`config.mk`:
```
export PLATFORM = sky130hd
export DESIGN_NAME = trdb_trigger
export DESIGN_NICKNAME = d
export VERILOG_FILES = /design/src/rtl/trdb_pkg.sv /design/src/rtl/edge_detect.sv /design/src/rtl/trdb_trigger.sv
export SDC_FILE = /design/constraint.sdc
export NUM_CORES = 1
export LEC_CHECK = 0
export ABC_AREA = 1
export CAP_MARGIN = 20
export CELL_PAD_IN_SITES_DETAIL_PLACEMENT = 1
export CELL_PAD_IN_SITES_GLOBAL_PLACEMENT = 2
export CORE_MARGIN = 10
export CORE_UTILIZATION = 31
export DETAILED_ROUTE_END_ITERATION = 8
export GPL_TIMING_DRIVEN = 0
export PLACE_DENSITY = 0.85
export SYNTH_ARGS = -nofsm -noshare
export SYNTH_HDL_FRONTEND = slang
export SYNTH_HIERARCHICAL = 1
export SYNTH_SLANG_ARGS = --single-unit
```
`constraint.sdc`:
```
create_clock -name clk_i -period 3.7 [get_ports clk_i]
set_clock_uncertainty 0.2 [all_clocks]
set_input_delay 0.37 -clock clk_i [delete_from_list [all_inputs] [get_ports clk_i]]
set_output_delay 0.37 -clock clk_i [all_outputs]
set_load 0.03 [all_outputs]
```
`src/rtl/trdb_pkg.sv`:
```
// Shared types and constants for the trace-debug trigger.
package trdb_pkg;

    localparam int unsigned TRIG_CNT_W = 16;

    typedef enum logic [1:0] {
        IDLE   = 2'd0,
        ARMED  = 2'd1,
        ACTIVE = 2'd2,
        DONE   = 2'd3
    } trig_state_e;

endpackage

```
`src/rtl/edge_detect.sv`:
```
// Rising-edge detector for a level input; the rise is reported in the same cycle.
module edge_detect (
    input  logic clk_i,
    input  logic rst_ni,
    input  logic sig_i,
    output logic rise_o
);

    logic sig_q;

    always_ff @(posedge clk_i or negedge rst_ni) begin
        if (!rst_ni) begin
            sig_q <= 1'b0;
        end else begin
            sig_q <= sig_i;
        end
    end

    assign rise_o = sig_i & ~sig_q;

endmodule

```
`src/rtl/trdb_trigger.sv`:
```
// Address/count based trace trigger: arm, start on an address, stop on an
// address, an instruction budget or a disarm request.
module trdb_trigger
    import trdb_pkg::*;
#(
    parameter int unsigned XLEN = 32
) (
    input  logic                  clk_i,
    input  logic                  rst_ni,
    input  logic                  iretire_i,
    input  logic [XLEN-1:0]       iaddr_i,
    input  logic                  cfg_we_i,
    input  logic [XLEN-1:0]       cfg_start_addr_i,
    input  logic [XLEN-1:0]       cfg_stop_addr_i,
    input  logic [TRIG_CNT_W-1:0] cfg_count_i,
    input  logic                  arm_i,
    input  logic                  disarm_i,
    output logic                  trace_req_on_o,
    output logic                  trace_req_off_o,
    output logic                  busy_o,
    output logic [1:0]            state_o,
    output logic [TRIG_CNT_W-1:0] instr_cnt_o
);

    trig_state_e           state_q, state_d;
    logic [TRIG_CNT_W-1:0] cnt_q, cnt_d;
    logic [TRIG_CNT_W-1:0] cnt_lim_q;
    logic [XLEN-1:0]       start_q, stop_q;
    logic                  on_q, off_q, busy_q;

    logic arm_rise, disarm_rise;
    logic start_hit, stop_hit, cnt_hit;

    edge_detect u_arm_edge (
        .clk_i  (clk_i),
        .rst_ni (rst_ni),
        .sig_i  (arm_i),
        .rise_o (arm_rise)
    );

    edge_detect u_disarm_edge (
        .clk_i  (clk_i),
        .rst_ni (rst_ni),
        .sig_i  (disarm_i),
        .rise_o (disarm_rise)
    );

    assign start_hit = iretire_i & (iaddr_i == start_q);
    assign stop_hit  = iretire_i & (iaddr_i == stop_q);
    assign cnt_hit   = (cnt_lim_q != '0) & (cnt_q >= cnt_lim_q);

    always_ff @(posedge clk_i or negedge rst_ni) begin
        if (!rst_ni) begin
            start_q   <= '0;
            stop_q    <= '0;
            cnt_lim_q <= '0;
        end else if (cfg_we_i && (state_q == IDLE)) begin
            start_q   <= cfg_start_addr_i;
            stop_q    <= cfg_stop_addr_i;
            cnt_lim_q <= cfg_count_i;
        end
    end

    always_comb begin
        state_d = state_q;
        cnt_d   = cnt_q;
        unique case (state_q)
            IDLE: begin
                if (arm_rise && !disarm_rise) begin
                    state_d = ARMED;
                    cnt_d   = '0;
                end
            end
            ARMED: begin
                if (disarm_rise) begin
                    state_d = IDLE;
                end else if (start_hit) begin
                    state_d = ACTIVE;
                    cnt_d   = TRIG_CNT_W'(1);
                end
            end
            ACTIVE: begin
                // The stop instruction itself is traced and counted; exits on
                // budget or disarm do not count the coincident retirement.
                if (iretire_i && !cnt_hit && !disarm_rise && (cnt_q != '1)) begin
                    cnt_d = cnt_q + TRIG_CNT_W'(1);
                end
                if (stop_hit || cnt_hit || disarm_rise) begin
                    state_d = DONE;
                end
            end
            DONE: begin
                if (disarm_rise) begin
                    state_d = IDLE;
                end else if (arm_rise) begin
                    state_d = ARMED;
                    cnt_d   = '0;
                end
            end
            default: begin
                state_d = IDLE;
            end
        endcase
    end

    // Decodes are taken from the next state into dedicated flops so each
    // output switches cleanly on the clock edge, in lock-step with state_q.
    always_ff @(posedge clk_i or negedge rst_ni) begin
        if (!rst_ni) begin
            state_q <= IDLE;
            cnt_q   <= '0;
            on_q    <= 1'b0;
            off_q   <= 1'b0;
            busy_q  <= 1'b0;
        end else begin
            state_q <= state_d;
            cnt_q   <= cnt_d;
            on_q    <= (state_d == ACTIVE);
            off_q   <= (state_d == DONE);
            busy_q  <= (state_d != IDLE);
        end
    end

    assign trace_req_on_o  = on_q;
    assign trace_req_off_o = off_q;
    assign busy_o          = busy_q;
    assign state_o         = state_q;
    assign instr_cnt_o     = cnt_q;

endmodule
```
==> impl_metrics.json, run 1 <==
{
  "status": "finished, final reports clean",
  "power.switching_mw": 1.91,
  "postCtsSetupBuffers": 0,
  "p_comb_share_pct": 41.6,
  "peakVddDrop_mv": 0.424,
  "finalCriticalPeriod_ps": 2950,
  "rows": 50,
  "port_buffers": 138,
  "layout_setup_ws_ps": 753,
  "antenna_found_initial": 0,
  "min_period_over_period_pct": 79.6,
  "clk_pin_slew_ps": 70,
  "required_ps": 3710,
  "coreArea_um2": 18600,
  "worst-path-max-fanout": 10,
  "h-tree-depth": 3,
  "cts.sinks": 103,
  "grt_start_max_net_pins": 76,
  "drt_iter0_markers": 198,
  "yosys_warnings": 6,
  "slew_headroom_pct": 45.4,
  "dr.pass1.iters": 4,
  "synth_fa_ha_area_share_pct": 4.73,
  "pwr-share-seq_pct": 38.0,
  "synth_top_family_by_area": "simple AND/OR/NAND/NOR gates",
  "synth_cell_types": 31,
  "final_antenna_net_count": 0,
  "wirelength_mm": 19.3,
  "clk_path_buf_depth": 2,
  "design.die.area_um2": 24700,
  "synth_xor_area_share_pct": 4.21,
  "drc": 0,
  "hold_ws_ps": 248,
  "fp.dieH_um": 157,
  "worst_setup_path_end_kind": "flop",
  "critical_path_arrival_ps": 2960,
  "gp_congestion": 0.818,
  "drive_gt1_share_pct": 8.42,
  "synth_fp_nets": 863,
  "globalRouteTotalUtil_pct": 15.9,
  "synth_compound_area_share_pct": 7.73,
  "start_util_pct": 31.4,
  "syn_avg_cell_area_um2": 8.06,
  "syn_to_final_growth_pct": 34.7,
  "avgViaCountPerCell": 4.68,
  "clockPowerShare_pct": 20.4,
  "swShare_pct": 38.6,
  "synthMuxAreaShare_pct": 7.73,
  "dpl_cell_area_um2": 7530,
  "final_area_um2": 7850,
  "fin_cells": 1114,
  "dp_cells": 1096,
  "postCtsResizedCells": 0,
  "synth_edf_count": 0,
  "vias": 5215,
  "syn_area_um2": 5830,
  "ys_ff_latch": 103,
  "fillers": 2219,
  "ff2ff_path_depth": 7,
  "leakagePower_nw": 3.73,
  "cts_tree": "done",
  "rsz0062_at_grt": "no",
  "synth-seq-area-share_pct": 44.2,
  "grt_pass1_vias": 5648,
  "tns_ps": 0,
  "clk_latency_ps": 360,
  "worstHoldPathType": "in -> async",
  "cts_inserted_buffers": 9,
  "grt_pass1_wl_mm": 30.4,
  "cts_root_buf": "clkbuf_16",
  "power.density_nw_per_um2": 630,
  "worst_pin_slew_ps": 819,
  "maxCapViolations": 0,
  "synthFlopType": "dfrtp_1",
  "wl_per_cell_um": 17.3,
  "die_w_um": 157,
  "hold_viol": 0,
  "grt_overflow": 0,
  "dp_hpwl_mm": 15.0,
  "nets": 1014,
  "synthArstFlopShare_pct": 100,
  "io_pins": 139,
  "fmax_mhz": 339,
  "slew_violations": 0,
  "synth-simple-area-share_pct": 23.2,
  "pre_cts_ws_ps": 670,
  "critPathKind": "reg -> reg",
  "netlist_instances": 723,
  "setup_viol": 0,
  "start_kind": "flop",
  "p_int_mw": 3.03
}
-- final cells by class --
type | instances | area [um2] | area share (%)
plain buffers | 18 | 81.3 | 1.04
clock inverters | 6 | 66.3 | 0.845
well taps | 234 | 293 | 3.73
clock buffers | 10 | 239 | 3.05
diodes | 1 | 2.50 | 0.0319
flip-flops and latches | 103 | 2580 | 32.8
repair buffers | 140 | 1420 | 18.1
inverters | 105 | 394 | 5.02
multi-input cells | 497 | 2770 | 35.3
-- power groups by stage --
stage,combinational (mW),sequential [mW],clock [mW]
6_report,2.06,1.88,1.01
5_1_grt,2.35,1.94,1.10
4_1_cts,2.11,1.88,1.05
3_5_place_dp,2.09,1.90,0
3_3_place_gp,2.03,1.87,0
2_1_floorplan,1.37,1.87,0
-- repair_timing --
item,CTS,global route
hold buffers,1,0
setup endpoints to repair,0,0
hold endpoints to repair,28,0
-- critical path, cell delays in order, from the launching register on --
cell,delay (ps)
dfrtp_1,440
inv_1,140
ha_1,260
nand2_1,100
clkbuf_1,380
buf_1,580
clkbuf_1,540
a21oi_1,150
-- metal layers --
metal / up-vias / wire (um) / GRT usage [%]
li1: 2601 / - / -
met4: 0 / 171 / 3.61
met1: 2503 / 8840 / 20.5
met5: - / 0 / 0
met3: 10 / 1030 / 3.96
met2: 101 / 9250 / 26.3
-- Yosys cell counts, types with 3 or more instances --
cell type	count	area [um2]
a21oi_1	57	285
clkbuf_1	13	48.8
dfrtp_1	103	2580
ha_1	22	275
inv_1	105	394
mux2_2	40	450
nand2_1	157	589
nand3_1	37	185
nand4_1	7	43.8
nor2_1	96	360
nor2_2	3	18.8
nor3_1	6	30.0
nor4_1	5	31.3
o21ai_0	19	95.1
o22ai_1	5	31.3
xnor2_1	19	166
xor2_1	9	78.8
-- kinds of logic (layout without fill, tap and decap cells) --
group,count (synthesis),after routing
AND/OR/NAND/NOR,321,321
buffers and inverters,123,279
flip-flops,103,103
AO/OA/AOI/OAI,86,86
multiplexers,40,40
XOR/XNOR,28,28
adder cells (fa/ha/maj),22,22
other,0,1
-- cell usage in the layout, fill, tap and decap left out, types with 2 or more instances in the layout --
master / count
nor2_1: 96
nand3_1: 37
buf_6: 2
xnor2_1: 19
nor3b_1: 2
o21bai_1: 2
o22ai_1: 5
xor2_1: 9
nor3_2: 2
clkinv_2: 2
buf_2: 2
nor3_1: 6
o21ai_0: 19
clkbuf_16: 9
nor2_2: 3
inv_1: 105
clkbuf_1: 13
nand4_1: 7
inv_6: 2
nor4_1: 5
or2_2: 2
nand2_1: 157
mux2_2: 40
ha_1: 22
clkdlybuf4s50_1: 137
a21oi_1: 57
nand2_4: 2
dfrtp_1: 103
-- sequential cells by signal, summed over array words and instances, names as in the netlist --
signal               flops
stop_q                  32
start_q                 32
trace_req_off_o          1
busy_o                   1
trace_req_on_o           1
state_o                  2
u_disarm_edge/sig_q      1
instr_cnt_o             16
cnt_lim_q               16
u_arm_edge/sig_q         1
-- per-stage QoR --
| stage | utilization, % | total power [mW] |
|---|---|---|
| after floorplan | - | 3.25 |
| after global placement | 40.4 | 3.91 |
| after detailed placement | 40.5 | 3.99 |
| after CTS | 42.2 | 5.04 |
| after global routing | 42.2 | 5.39 |
| final | 42.2 | 4.94 |
-- final timing paths --
kind,startpoint,end,slack [ps]
min in group clk_i,arm_i,u_arm_edge/sig_q$_DFF_PN0_,280
hold reg to reg,stop_q[1]$_DFFE_PN0P_,stop_q[1]$_DFFE_PN0P_,330
max in group asynchronous,rst_ni,state_o[1]$_DFF_PN0_,2330
setup / recovery,state_o[0]$_DFF_PN0_,cnt_lim_q[15]$_DFFE_PN0P_,750
hold / removal,rst_ni,start_q[6]$_DFFE_PN0P_,250
setup reg to reg,state_o[0]$_DFF_PN0_,cnt_lim_q[15]$_DFFE_PN0P_,750
Power figures use the tool's default switching activity.
==> inputs of run 2 (changes only) <==
--- a/config.mk
+++ b/config.mk
@@ -10,10 +10,10 @@
 export CELL_PAD_IN_SITES_DETAIL_PLACEMENT = 1
 export CELL_PAD_IN_SITES_GLOBAL_PLACEMENT = 2
 export CORE_MARGIN = 10
-export CORE_UTILIZATION = 31
+export CORE_UTILIZATION = 29
 export DETAILED_ROUTE_END_ITERATION = 8
 export GPL_TIMING_DRIVEN = 0
-export PLACE_DENSITY = 0.85
+export PLACE_DENSITY = 0.8
 export SYNTH_ARGS = -nofsm -noshare
 export SYNTH_HDL_FRONTEND = slang
 export SYNTH_HIERARCHICAL = 1
==> constraint.sdc (replaced) <==
create_clock -name clk_i -period 2.87 [get_ports clk_i]
set_clock_uncertainty 0.2 [all_clocks]
set_input_delay 0.287 -clock clk_i [delete_from_list [all_inputs] [get_ports clk_i]]
set_output_delay 0.287 -clock clk_i [all_outputs]
set_load 0.03 [all_outputs]
==> run 2 against run 1 <==
Non-clock buffer count unchanged. Global-route usage down 1.2 points. Sequential share of layout area is 0.13 points lower. Sequential cell count unchanged. Worst setup slack lost 550 ps. Worst hold slack worse by 44 ps. Critical path depth fell by 1. Core utilization down 2.0 points. Cell area grew 0.38%. Combinational power increased by 29%. First-iteration DRC count increased by 6.1%. Largest cell class unchanged.
==> impl_metrics.json, run 2 (synthesized netlist as in run 1, its figures left out) <==
{
  "cts_inserted_buffers": 9,
  "antenna_found_initial": 0,
  "clk_latency_ps": 360,
  "h-tree-depth": 3,
  "crit_family": "buffers and inverters",
  "grt_pass1_wl_mm": 30.4,
  "cts_tree": "done",
  "slowest_stage": "clkbuf_1",
  "grt_overflow": 0,
  "grt_pass1_vias": 5701,
  "start_util_pct": 29.7,
  "critical_path_arrival_ps": 2710,
  "reg_top3": "start_q: 32 flops, stop_q: 32 flops",
  "design.die.area_um2": 26200,
  "worstHoldPathType": "in -> async",
  "drt_iter0_markers": 210,
  "gp_congestion": 0.787,
  "required_ps": 2920,
  "min_period_over_period_pct": 92.9,
  "fin_cells": 1145,
  "clk_path_buf_depth": 2,
  "die_w_um": 162,
  "max_stage_delay_ps": 550,
  "vias": 5169,
  "total_power_mw": 6.29,
  "postCtsSetupBuffers": 0,
  "critPathKind": "reg -> reg",
  "critPathBufInv": 3,
  "slew_headroom_pct": 48.3,
  "syn_to_final_growth_pct": 35.2,
  "cp_cell_sequence": "inv_1 -> ha_1 -> nand2_1 -> clkbuf_1 -> clkbuf_1 -> mux2_2",
  "hold_viol": 0,
  "dp_hpwl_mm": 15.2,
  "layout_commonest_cell": "nand2_1",
  "finalCriticalPeriod_ps": 2670,
  "globalRouteTotalUtil_pct": 14.7,
  "cts_root_buf": "clkbuf_16",
  "fp.dieH_um": 162,
  "status": "finished, final reports clean",
  "tns_ps": 0,
  "rows": 51,
  "setup_viol": 0,
  "io_pins": 139,
  "fmax_mhz": 375,
  "avgViaCountPerCell": 4.51,
  "worst_setup_path_end_kind": "flop",
  "cts.sinks": 103,
  "leakagePower_nw": 3.73,
  "wirelength_mm": 19.2,
  "clk_pin_slew_ps": 80,
  "dp_cells": 1127,
  "power.density_nw_per_um2": 799,
  "worst_pin_slew_ps": 776,
  "slew_violations": 0,
  "worst-path-max-fanout": 10,
  "rsz0062_at_grt": "no",
  "port_buffers": 138,
  "maxCapViolations": 0,
  "drc": 0,
  "start_kind": "flop",
  "crit_top_cell": "clkbuf_1",
  "final_antenna_net_count": 0,
  "wl_per_cell_um": 16.8,
  "coreArea_um2": 19600,
  "nets": 1014,
  "drive_gt1_share_pct": 8.99,
  "peakVddDrop_mv": 0.326,
  "dr.pass1.iters": 4,
  "final_cell_mix": "157 x nand2_1, 137 x clkdlybuf4s50_1, 105 x inv_1, 103 x dfrtp_1, 96 x nor2_1",
  "grt_start_max_net_pins": 65
}
## run 2: cell type report
| class | instances | area, um2 |
|---|---|---|
| Antenna cell | 1 | 2.50 |
| Buffer | 18 | 87.6 |
| Clock buffer | 9 | 225 |
| Clock inverter | 7 | 65.1 |
| Fill cell | 2370 | 11700 |
| Inverter | 105 | 394 |
| Multi-Input combinational cell | 497 | 2770 |
| Sequential cell | 103 | 2580 |
| Tap cell | 265 | 332 |
| Timing Repair Buffer | 140 | 1420 |
## run 2: through the flow
stage | worst slack (ps) | hold WS [ps] | util (%) | cell area [um2]
2_1_floorplan | 519 | -209 | - | 5830
3_3_place_gp | -3170 | 301 | 38.5 | 7540
3_5_place_dp | -256 | 37.8 | 38.6 | 7570
4_1_cts | 64.7 | 196 | 40.2 | 7870
5_1_grt | 4.66 | 219 | 40.2 | 7870
6_report | 203 | 204 | 40.2 | 7880
## run 2: worst paths after layout
check,slack [ps],to,startpoint,depth (start not counted)
max in group asynchronous,1610,start_q[7]$_DFFE_PN0P_,rst_ni,3
hold reg to reg,330,start_q[25]$_DFFE_PN0P_,start_q[25]$_DFFE_PN0P_,2
hold / removal,200,u_arm_edge/sig_q$_DFF_PN0_,rst_ni,2
setup / recovery,200,start_q[2]$_DFFE_PN0P_,state_o[0]$_DFF_PN0_,6
setup reg to reg,200,start_q[2]$_DFFE_PN0P_,state_o[0]$_DFF_PN0_,6
min in group clk_i,200,u_disarm_edge/sig_q$_DFF_PN0_,disarm_i,1
## run 2: per-layer routing
metal / GRT usage [%] / part of all wire (%)
met1: 18.7 / 47
met2: 24.9 / 48
met3: 2.81 / 4.0
met4: 3.85 / 1.0
met5: 0 / 0
## run 2: worst register-to-register path, cell delays in order, from the launching register on
cell and delay, ps:
dfrtp_1 460, inv_1 150, ha_1 280, nand2_1 110, clkbuf_1 400, clkbuf_1 560
mux2_2 410
## run 2: where the power goes
group / switching (mW) / internal [mW] / leakage (nW)
clock: 0.628 / 0.608 / 0.140
combinational: 1.48 / 1.16 / 2.38
sequential: 0.364 / 2.05 / 1.21
total: 2.48 / 3.82 / 3.73
## run 2: what timing repair did
item / CTS / global route
endpoints found under the hold margin: 39 / 0
endpoints found under the setup margin: 40 / 20
pin swaps: 0 / 0
gates cloned: 0 / 0
hold buffers: 1 / 0
gates resized for setup: 3 / 4
==> inputs of run 3 (changes only) <==
--- a/config.mk
+++ b/config.mk
@@ -14,6 +14,7 @@
 export DETAILED_ROUTE_END_ITERATION = 8
 export GPL_TIMING_DRIVEN = 0
 export PLACE_DENSITY = 0.8
+export SLEW_MARGIN = 20
 export SYNTH_ARGS = -nofsm -noshare
 export SYNTH_HDL_FRONTEND = slang
 export SYNTH_HIERARCHICAL = 1
==> results of run 3 <==
Same layout as run 2: the final DEF is identical, and so are final timing and power.
